File: src/rtl/fwd_scoreboard_pkg.sv
// fwd_scoreboard_pkg
//  Shared constants for the operand-forwarding scoreboard: default widths,
//  ALU opcode encoding and the fwd_sel field width helper.
//  No ports.
package fwd_scoreboard_pkg;

   localparam int REGAW_DEF     = 4;
   localparam int ALUAW_DEF     = 4;
   localparam int DEPTH_DEF     = 3;
   localparam int NSRC_DEF      = 3;
   localparam int LOAD_LAT_DEF  = 1;
   localparam int NOFWD_REG_DEF = 15;

   // Data-processing opcode encoding. TST/TEQ/CMP/CMN only set flags and
   // therefore never produce a register result.
   typedef enum logic [3:0] {
      OP_AND = 4'd0,  OP_EOR = 4'd1,  OP_SUB = 4'd2,  OP_RSB = 4'd3,
      OP_ADD = 4'd4,  OP_ADC = 4'd5,  OP_SBC = 4'd6,  OP_RSC = 4'd7,
      OP_TST = 4'd8,  OP_TEQ = 4'd9,  OP_CMP = 4'd10, OP_CMN = 4'd11,
      OP_ORR = 4'd12, OP_MOV = 4'd13, OP_BIC = 4'd14, OP_MVN = 4'd15
   } alu_op_e;

   // Width of one fwd_sel field: encodes 0 (regfile) .. depth (oldest slot).
   function automatic int sel_w(input int depth);
      return $clog2(depth + 1);
   endfunction

endpackage

File: src/rtl/fwd_scoreboard_if.sv
// fwd_scoreboard_if
//  Decode <-> scoreboard bundle.
//  master (decode):     drives issue_*, src_reg, src_used, flush;
//                       receives fwd_sel, stall, inflight.
//  slave (scoreboard):  the reverse.
//  src_reg field i = bits [i*REGAW +: REGAW]; fwd_sel field i = bits [i*SELW +: SELW].
interface fwd_scoreboard_if #(
   parameter int REGAW = fwd_scoreboard_pkg::REGAW_DEF,
   parameter int ALUAW = fwd_scoreboard_pkg::ALUAW_DEF,
   parameter int DEPTH = fwd_scoreboard_pkg::DEPTH_DEF,
   parameter int NSRC  = fwd_scoreboard_pkg::NSRC_DEF
);
   localparam int SELW = fwd_scoreboard_pkg::sel_w(DEPTH);

   logic                   issue_valid;
   logic [ALUAW-1:0]       issue_opcode;
   logic                   issue_wr;
   logic                   issue_load;
   logic [REGAW-1:0]       issue_dest;
   logic [NSRC*REGAW-1:0]  src_reg;
   logic [NSRC-1:0]        src_used;
   logic                   flush;
   logic [NSRC*SELW-1:0]   fwd_sel;
   logic                   stall;
   logic [SELW-1:0]        inflight;

   modport master (
      output issue_valid, issue_opcode, issue_wr, issue_load, issue_dest,
             src_reg, src_used, flush,
      input  fwd_sel, stall, inflight
   );

   modport slave (
      input  issue_valid, issue_opcode, issue_wr, issue_load, issue_dest,
             src_reg, src_used, flush,
      output fwd_sel, stall, inflight
   );

endinterface

File: src/rtl/fwd_src_match.sv
// fwd_src_match
//  Per-source priority match against the in-flight slots.
//  Ports:
//   src_reg_i    source register of this operand
//   src_used_i   operand is real
//   slot_vld_i   slot valids, bit 0 = slot 1 (youngest)
//   slot_dest_i  slot destination registers
//   slot_load_i  slot is a load
//   fwd_sel_o    0 = regfile, k = forward from slot k
//   load_use_o   winning producer is a load whose data is not ready yet
module fwd_src_match #(
   parameter int REGAW     = 4,
   parameter int DEPTH     = 3,
   parameter int LOAD_LAT  = 1,
   parameter int NOFWD_REG = 15,
   parameter int SELW      = 2
) (
   input  logic [REGAW-1:0]            src_reg_i,
   input  logic                        src_used_i,
   input  logic [DEPTH-1:0]            slot_vld_i,
   input  logic [DEPTH-1:0][REGAW-1:0] slot_dest_i,
   input  logic [DEPTH-1:0]            slot_load_i,
   output logic [SELW-1:0]             fwd_sel_o,
   output logic                        load_use_o
);
   logic             chk;
   logic [SELW-1:0]  win;
   logic             win_ld;

   assign chk = src_used_i & (src_reg_i != REGAW'(NOFWD_REG));

   // Scan oldest to youngest so the youngest hit overrides.
   always_comb begin
      win    = '0;
      win_ld = 1'b0;
      for (int k = DEPTH-1; k >= 0; k--) begin
         if (chk && slot_vld_i[k] && (slot_dest_i[k] == src_reg_i)) begin
            win    = SELW'(k + 1);
            win_ld = slot_load_i[k] && ((k + 1) <= LOAD_LAT);
         end
      end
   end

   assign load_use_o = win_ld;
   assign fwd_sel_o  = win_ld ? '0 : win;

endmodule

File: src/rtl/fwd_scoreboard.sv
// fwd_scoreboard
//  Operand-forwarding and load-use hazard scoreboard. Tracks the destination
//  of the last DEPTH issued instructions in a shift pipeline (slot 1 = EX ..
//  slot DEPTH = WB) and, per decode source operand, selects the youngest
//  in-flight producer or the register file.
//  Ports:
//   clk     core clock
//   nreset  async active-low reset, clears all slots
//   sb      scoreboard side of fwd_scoreboard_if (issue/src/flush in,
//           fwd_sel/stall/inflight out, all outputs combinational)
module fwd_scoreboard #(
   parameter int REGAW     = fwd_scoreboard_pkg::REGAW_DEF,
   parameter int ALUAW     = fwd_scoreboard_pkg::ALUAW_DEF,
   parameter int DEPTH     = fwd_scoreboard_pkg::DEPTH_DEF,
   parameter int NSRC      = fwd_scoreboard_pkg::NSRC_DEF,
   parameter int LOAD_LAT  = fwd_scoreboard_pkg::LOAD_LAT_DEF,
   parameter int NOFWD_REG = fwd_scoreboard_pkg::NOFWD_REG_DEF
) (
   input  logic             clk,
   input  logic             nreset,
   fwd_scoreboard_if.slave  sb
);
   import fwd_scoreboard_pkg::*;

   localparam int SELW = sel_w(DEPTH);

   // Slot state, index 0 = slot 1 (EX), index DEPTH-1 = slot DEPTH (WB).
   logic [DEPTH-1:0]            vld_q, vld_d;
   logic [DEPTH-1:0][REGAW-1:0] dest_q, dest_d;
   logic [DEPTH-1:0]            load_q, load_d;

   logic [NSRC-1:0]             load_use;
   logic [NSRC-1:0][SELW-1:0]   sel;
   logic                        is_cmp;
   logic                        stall;
   logic [SELW-1:0]             cnt;

   for (genvar g = 0; g < NSRC; g++) begin : g_src
      fwd_src_match #(
         .REGAW     (REGAW),
         .DEPTH     (DEPTH),
         .LOAD_LAT  (LOAD_LAT),
         .NOFWD_REG (NOFWD_REG),
         .SELW      (SELW)
      ) u_match (
         .src_reg_i   (sb.src_reg[g*REGAW +: REGAW]),
         .src_used_i  (sb.src_used[g]),
         .slot_vld_i  (vld_q),
         .slot_dest_i (dest_q),
         .slot_load_i (load_q),
         .fwd_sel_o   (sel[g]),
         .load_use_o  (load_use[g])
      );
   end

   assign sb.fwd_sel = sel;

   // Flush wins over any hazard: the decode instruction is dead anyway.
   assign stall    = sb.issue_valid & (|load_use) & ~sb.flush;
   assign sb.stall = stall;

   assign is_cmp = (sb.issue_opcode == ALUAW'(OP_TST)) ||
                   (sb.issue_opcode == ALUAW'(OP_TEQ)) ||
                   (sb.issue_opcode == ALUAW'(OP_CMP)) ||
                   (sb.issue_opcode == ALUAW'(OP_CMN));

   always_comb begin
      vld_d     = '0;
      dest_d    = dest_q;
      load_d    = load_q;
      // A stalled or non-producing issue leaves a bubble in slot 1.
      vld_d[0]  = sb.issue_valid & sb.issue_wr & ~stall & ~sb.flush & ~is_cmp;
      dest_d[0] = sb.issue_dest;
      load_d[0] = sb.issue_load;
      // Older slots keep draining even while decode is stalled.
      for (int k = 1; k < DEPTH; k++) begin
         vld_d[k]  = vld_q[k-1] & ~sb.flush;
         dest_d[k] = dest_q[k-1];
         load_d[k] = load_q[k-1];
      end
   end

   always_ff @(posedge clk or negedge nreset) begin
      if (!nreset) begin
         vld_q  <= '0;
         dest_q <= '0;
         load_q <= '0;
      end else begin
         vld_q  <= vld_d;
         dest_q <= dest_d;
         load_q <= load_d;
      end
   end

   // Popcount fits SELW by construction, so it cannot wrap.
   always_comb begin
      cnt = '0;
      for (int k = 0; k < DEPTH; k++) cnt = cnt + SELW'(vld_q[k]);
   end

   assign sb.inflight = cnt;

endmodule

File: src/flat_wrapper.sv
// flat-port wrapper written by rule: the top's interface ports become plain ports
module fwd_scoreboard_flat import fwd_scoreboard_pkg::*;
#(
   parameter int REGAW     = fwd_scoreboard_pkg::REGAW_DEF,
   parameter int ALUAW     = fwd_scoreboard_pkg::ALUAW_DEF,
   parameter int DEPTH     = fwd_scoreboard_pkg::DEPTH_DEF,
   parameter int NSRC      = fwd_scoreboard_pkg::NSRC_DEF,
   parameter int LOAD_LAT  = fwd_scoreboard_pkg::LOAD_LAT_DEF,
   parameter int NOFWD_REG = fwd_scoreboard_pkg::NOFWD_REG_DEF
)
  (clk, nreset, sb_issue_valid, sb_issue_opcode, sb_issue_wr, sb_issue_load, sb_issue_dest, sb_src_reg, sb_src_used, sb_flush, sb_fwd_sel, sb_stall, sb_inflight);
  fwd_scoreboard_if #(.REGAW(REGAW), .ALUAW(ALUAW), .DEPTH(DEPTH), .NSRC(NSRC)) sb_i ();
  input  logic clk;
  input  logic nreset;
  input wire logic [$bits(sb_i.issue_valid)-1:0] sb_issue_valid;
  input wire logic [$bits(sb_i.issue_opcode)-1:0] sb_issue_opcode;
  input wire logic [$bits(sb_i.issue_wr)-1:0] sb_issue_wr;
  input wire logic [$bits(sb_i.issue_load)-1:0] sb_issue_load;
  input wire logic [$bits(sb_i.issue_dest)-1:0] sb_issue_dest;
  input wire logic [$bits(sb_i.src_reg)-1:0] sb_src_reg;
  input wire logic [$bits(sb_i.src_used)-1:0] sb_src_used;
  input wire logic [$bits(sb_i.flush)-1:0] sb_flush;
  output wire logic [$bits(sb_i.fwd_sel)-1:0] sb_fwd_sel;
  output wire logic [$bits(sb_i.stall)-1:0] sb_stall;
  output wire logic [$bits(sb_i.inflight)-1:0] sb_inflight;
  assign sb_i.issue_valid = sb_issue_valid;
  assign sb_i.issue_opcode = sb_issue_opcode;
  assign sb_i.issue_wr = sb_issue_wr;
  assign sb_i.issue_load = sb_issue_load;
  assign sb_i.issue_dest = sb_issue_dest;
  assign sb_i.src_reg = sb_src_reg;
  assign sb_i.src_used = sb_src_used;
  assign sb_i.flush = sb_flush;
  assign sb_fwd_sel = sb_i.fwd_sel;
  assign sb_stall = sb_i.stall;
  assign sb_inflight = sb_i.inflight;
  fwd_scoreboard #(.REGAW(REGAW), .ALUAW(ALUAW), .DEPTH(DEPTH), .NSRC(NSRC), .LOAD_LAT(LOAD_LAT), .NOFWD_REG(NOFWD_REG)) u_core (.clk(clk), .nreset(nreset), .sb(sb_i));
endmodule
File: config.mk
export PLATFORM = sky130hd
export DESIGN_NAME = fwd_scoreboard_flat
export DESIGN_NICKNAME = d
export VERILOG_FILES = /design/src/rtl/fwd_scoreboard_pkg.sv /design/src/rtl/fwd_scoreboard_if.sv /design/src/rtl/fwd_src_match.sv /design/src/rtl/fwd_scoreboard.sv /design/src/flat_wrapper.sv
export SDC_FILE = /design/constraint.sdc
export NUM_CORES = 1
export LEC_CHECK = 0
export ABC_AREA = 1
export CORE_AREA = 2 2 75 59
export DETAILED_ROUTE_END_ITERATION = 10
export DIE_AREA = 0 0 77 61
export PLACE_DENSITY = 0.78
export RECOVER_POWER = 100
export SETUP_SLACK_MARGIN = 0.3
export SLEW_MARGIN = 25
export SYNTH_ARGS = -nofsm -noshare
export SYNTH_HDL_FRONTEND = slang
export SYNTH_HIERARCHICAL = 1
export SYNTH_SLANG_ARGS = --single-unit
File: constraint.sdc
create_clock -name clk -period 1.2 [get_ports clk]
set_input_delay 0.24 -clock clk [delete_from_list [all_inputs] [get_ports clk]]
set_output_delay 0.24 -clock clk [all_outputs]
set_load 0.02 [all_outputs]
## Word level (Yosys, flattened, before mapping)

Index checks and enable logic that the tools add are counted.

| word-level totals | value |
|---|---|
| output and inout bits | 9 |
| bits in registers | 16 |
| word-level logic and storage cells | 74 |
| input bits | 29 |

| operators by class | value |
|---|---|
| equal/unequal tests | 16 |
| add/subtract/negate cells | 2 |
| multiplexer cells | 15 |
| reduce and logical (&&, ||, !) cells | 22 |
| bitwise operators | 14 |

Operators with widths:

| operator | number |
|---|---|
| == test 4 bit | 9 |
| two-way mux 2 bit | 12 |
| logical AND 1 bit | 18 |
| == test 4 bit, second input constant | 4 |
| != test 4 bit, second input constant | 3 |
| AND 1 bit | 11 |
| logical OR 1 bit | 3 |
| two-way mux 1 bit | 3 |
| NOT 1 bit | 3 |
| OR reduction 3 bit | 1 |
| adder 1 x 1 -> 2 bit | 1 |
| adder 2 x 1 -> 2 bit | 1 |

## Logic depth before layout (Yosys ltp)

| logic depth | value |
|---|---|
| depth after elaboration | 12 |
| depth in mapped cells | 10 |

## Hierarchy

The synthesis kept the hierarchy.

By module, submodules not included:

| module | cells each | times used | seq. area each (µm²) | area each (µm²) |
|---|---|---|---|---|
| fwd_src_match | 81 | 3 | 0.0 | 332.8 |
| fwd_scoreboard | 34 | 1 | 450.4 | 535.5 |

## Worst setup path after synthesis

No wires, ideal clock.

| path | value |
|---|---|
| path kind | register -> output |
| start | register u_core.dest_q (netlist bit u_core/dest_d[6]) |
| end | output sb_stall |
| data required time | 0.960 ns |
| data arrival time | 1.175 ns |
| stages on the path, launching flop included | 10 |
| path buffers | 0 |
| slack | -0.215 ns |
| cells stage by stage | dfrtp_1 inv_1 nand2_1 nand2_1 nand2_1 nor2_2 nand2_2 nor2_1 nor2_1 a21oi_2 |

| on the way | value |
|---|---|
| cells in the longest elaborated chain, start to end | 6 |
| elaborated cells between the ends (all ways) | 12 |
| classes of those cells | 3 x eq/ne; 3 x mux; 2 x bitwise; 4 x reduce/logical |

Ends and longest elaborated chain:

| item | line | text |
|---|---|---|
| start, declared | fwd_scoreboard.sv:29 | `logic [DEPTH-1:0][REGAW-1:0] dest_q, dest_d;` |
| start signal, assigned | fwd_scoreboard.sv:90 | `dest_q <= dest_d;` |
| == test 4 bit | fwd_src_match.sv:37 | `if (chk && slot_vld_i[k] && (slot_dest_i[k] == src_reg_i)) begin` |
| logical AND 1 bit | fwd_src_match.sv:37 |  |
| two-way mux 1 bit | fwd_src_match.sv:37 |  |
| via u_core.load_use[0] | fwd_scoreboard.sv:32 | `logic [NSRC-1:0] load_use;` |
| OR reduction 3 bit | fwd_scoreboard.sv:59 | `assign stall = sb.issue_valid & (\|load_use) & ~sb.flush;` |
| AND 1 bit (2 in series) | fwd_scoreboard.sv:59 |  |
| end, declared | flat_wrapper.sv:24 | `output wire logic [$bits(sb_i.stall)-1:0] sb_stall;` |

The timed path passes the listed nets, and every way through them passes these cells.

## Final worst setup path

Ends and elaborated chain as after synthesis.

==> qor.csv <==
metric,value,unit
relSlewSlack,73.8,%
grtUsageMet2,31.0,%
max_freq,542,MHz
die-area,4700,sq um
fp.dieH,61,microns
synth_cells,275,
dp.final_hpwl,3210,microns
antenna_found_initial,0,
grt_pass1_vias,1507,
place_area,2110,sq um
design.core.area,3950,sq um
cts_buffers,3,
met1_usage,24.4,%
violations,setup timing,
fin_nets,373,
period_share,154,%
critical_path.cell_chain,"inv_2, nand2_1, nand2_1, nand2_1, nor2_2, nand2_2, nor2_2, nor2_1, a21oi_2, buf_6",
io_pins,38,
path_clk_slew,0.06,ns
core.rowCount,20,
cp_num_buf_inv,2,
avgRoutedWirePerCell,10.2,microns
cap_viol_max_count,0,
overflow,0,
avgSynthCellArea,5.40,sq um
cp_max_fo,7,
timing.final.ws_setup,-0.645,ns
cellLeakagePower,1.27,nW
drc,0,
detail-route-antenna-nets,0,
cp_common_cell,nand2_1,
grtUsageTotal,18.2,%
syn_area,1480,sq um
worstMarginPinSlew,0.393,ns
drive_above_1_share,26.3,%
totalPowerFinal,1.49,mW
cts_max_path_buffers,2,
num_vias,1725,
grt_setup_unrepaired,true,
top_usage_layer,met2,
gp_congestion,0.847,
die_width,77,microns
cts_tree,built,
multi_input_area,887,sq um
crit_family,simple AND/OR/NAND/NOR gates,
root_buffer,clkbuf_8,
post-route-util,57.0,%
h-tree-depth,1,
grt_max_degree,17,
drtPass1Iterations,4,
ys_warn_count,6,
first_iter_violations,111,
status,finished with violations,
startpoint,u_core/dest_d[6],
numClockSinks,16,
syn-num-nets,305,
antenna_cells,0,
vias_per_cell,4.35,
place_ws,-1.23,ns
r2r_start,u_core/dest_d[6],
port_buffers,35,
ir_worst_vdd,0.529,mV
final.setup_skew,0.000714,ns
fillerInstances,408,
hold_buffers,0,
globalRouteMet3Util,4.76,%
max_stage_delay,0.45,ns
cpMaxStageDelayCell,dfrtp_2,
setup_violations,10,
clk_latency,0.25,ns
critPathKind,flop to output pin,
area_growth,51.9,%
slew_viol_final,0,
power.density,659,nW/um^2
cp-start-kind,flop,
hold_viol,0,
endpoint_kind,output pin,
fin_crit,1.85,ns
min_path_type,input pin to asynchronous set/reset pin,
grt_pass1_wl,6680,microns
worstPathRequired,0.96,ns
fin_setup_tns,-5.01,ns
routed_wl,4070,microns
stdcell_area,2250,sq um
seqCellArea,414,sq um
cp.arrival,1.61,ns
initial_core_util,37.5,%
[path summary, 6_finish.rpt]
| kind | endpoint | slack (ns) | depth (start not counted) |
|---|---|---|---|
| min in group clk | u_core/dest_d[8] | 0.47 | 0 |
| worst max register to register | u_core/vld_q[0] | -0.37 | 12 |
| worst min register to register | u_core/dest_d[8] | 0.47 | 0 |
| max in group asynchronous | u_core/dest_d[4] | 0.46 | 2 |
| worst min-delay path | u_core/dest_q[10] | 0.44 | 2 |
| worst max-delay path | sb_stall | -0.65 | 10 |
[per-stage QoR]
step	instances	hold slack, ns
after global placement	388	0.498
after CTS	394	0.307
after detailed placement	388	0.489
final	397	0.441
after global routing	397	0.483
after floorplan	275	-0.0556
[report_power, final]
part / internal [mW] / total (mW) / switching (mW)
clock network: 0.291 / 0.468 / 0.177
registers: 0.568 / 0.614 / 0.0458
logic: 0.191 / 0.403 / 0.212
total: 1.05 / 1.49 / 0.435
[worst reg2reg max path: cells and delay by family (launching register included)]
family / cells / cell delay, ns
and+or+nand+nor: 8 / 0.55
DFF: 1 / 0.45
buffers and inverters: 3 / 0.29
AOI/OAI and AO/OA: 1 / 0.18
[cells in the final DEF (no fill, tap or decap), types with 5 or more instances in the layout]
| cell | instances |
|---|---|
| nand2_1 | 109 |
| inv_1 | 59 |
| nor2_1 | 25 |
| buf_4 | 24 |
| nand3_1 | 15 |
| dlygate4sd2_1 | 12 |
| buf_6 | 12 |
| dfrtp_2 | 11 |
| nand2_2 | 10 |
| clkdlybuf4s50_1 | 8 |
| inv_2 | 8 |
| nor2_2 | 7 |
| dlygate4sd3_1 | 6 |
| dfrtp_1 | 5 |
| o21ai_0 | 5 |
[per-layer routing]
metal	up-vias	routed length (microns)
met3	3	267
met2	46	1850
li1	931	-
met4	0	8
met5	-	0
met1	745	1940
[final cells by class]
type	instances	area share (%)
Inverter	69	11.7
Clock buffer	4	2.44
Tap cell	55	3.05
Timing Repair Buffer	63	25.1
Multi-Input combinational cell	190	39.3
Sequential cell	16	18.4
[sequential cells by signal, summed over array words and instances (netlist names)]
name,count
u_core/dest_d,8
u_core/load_q,1
u_core/dest_q,4
u_core/vld_q,3
[timing repair]
item,in CTS,in global routing
setup buffers,2,3
pin swaps,4,13
setup endpoints to repair,10,10
gates resized for setup,76,23
No activity file was read; power rests on OpenSTA's default activity.
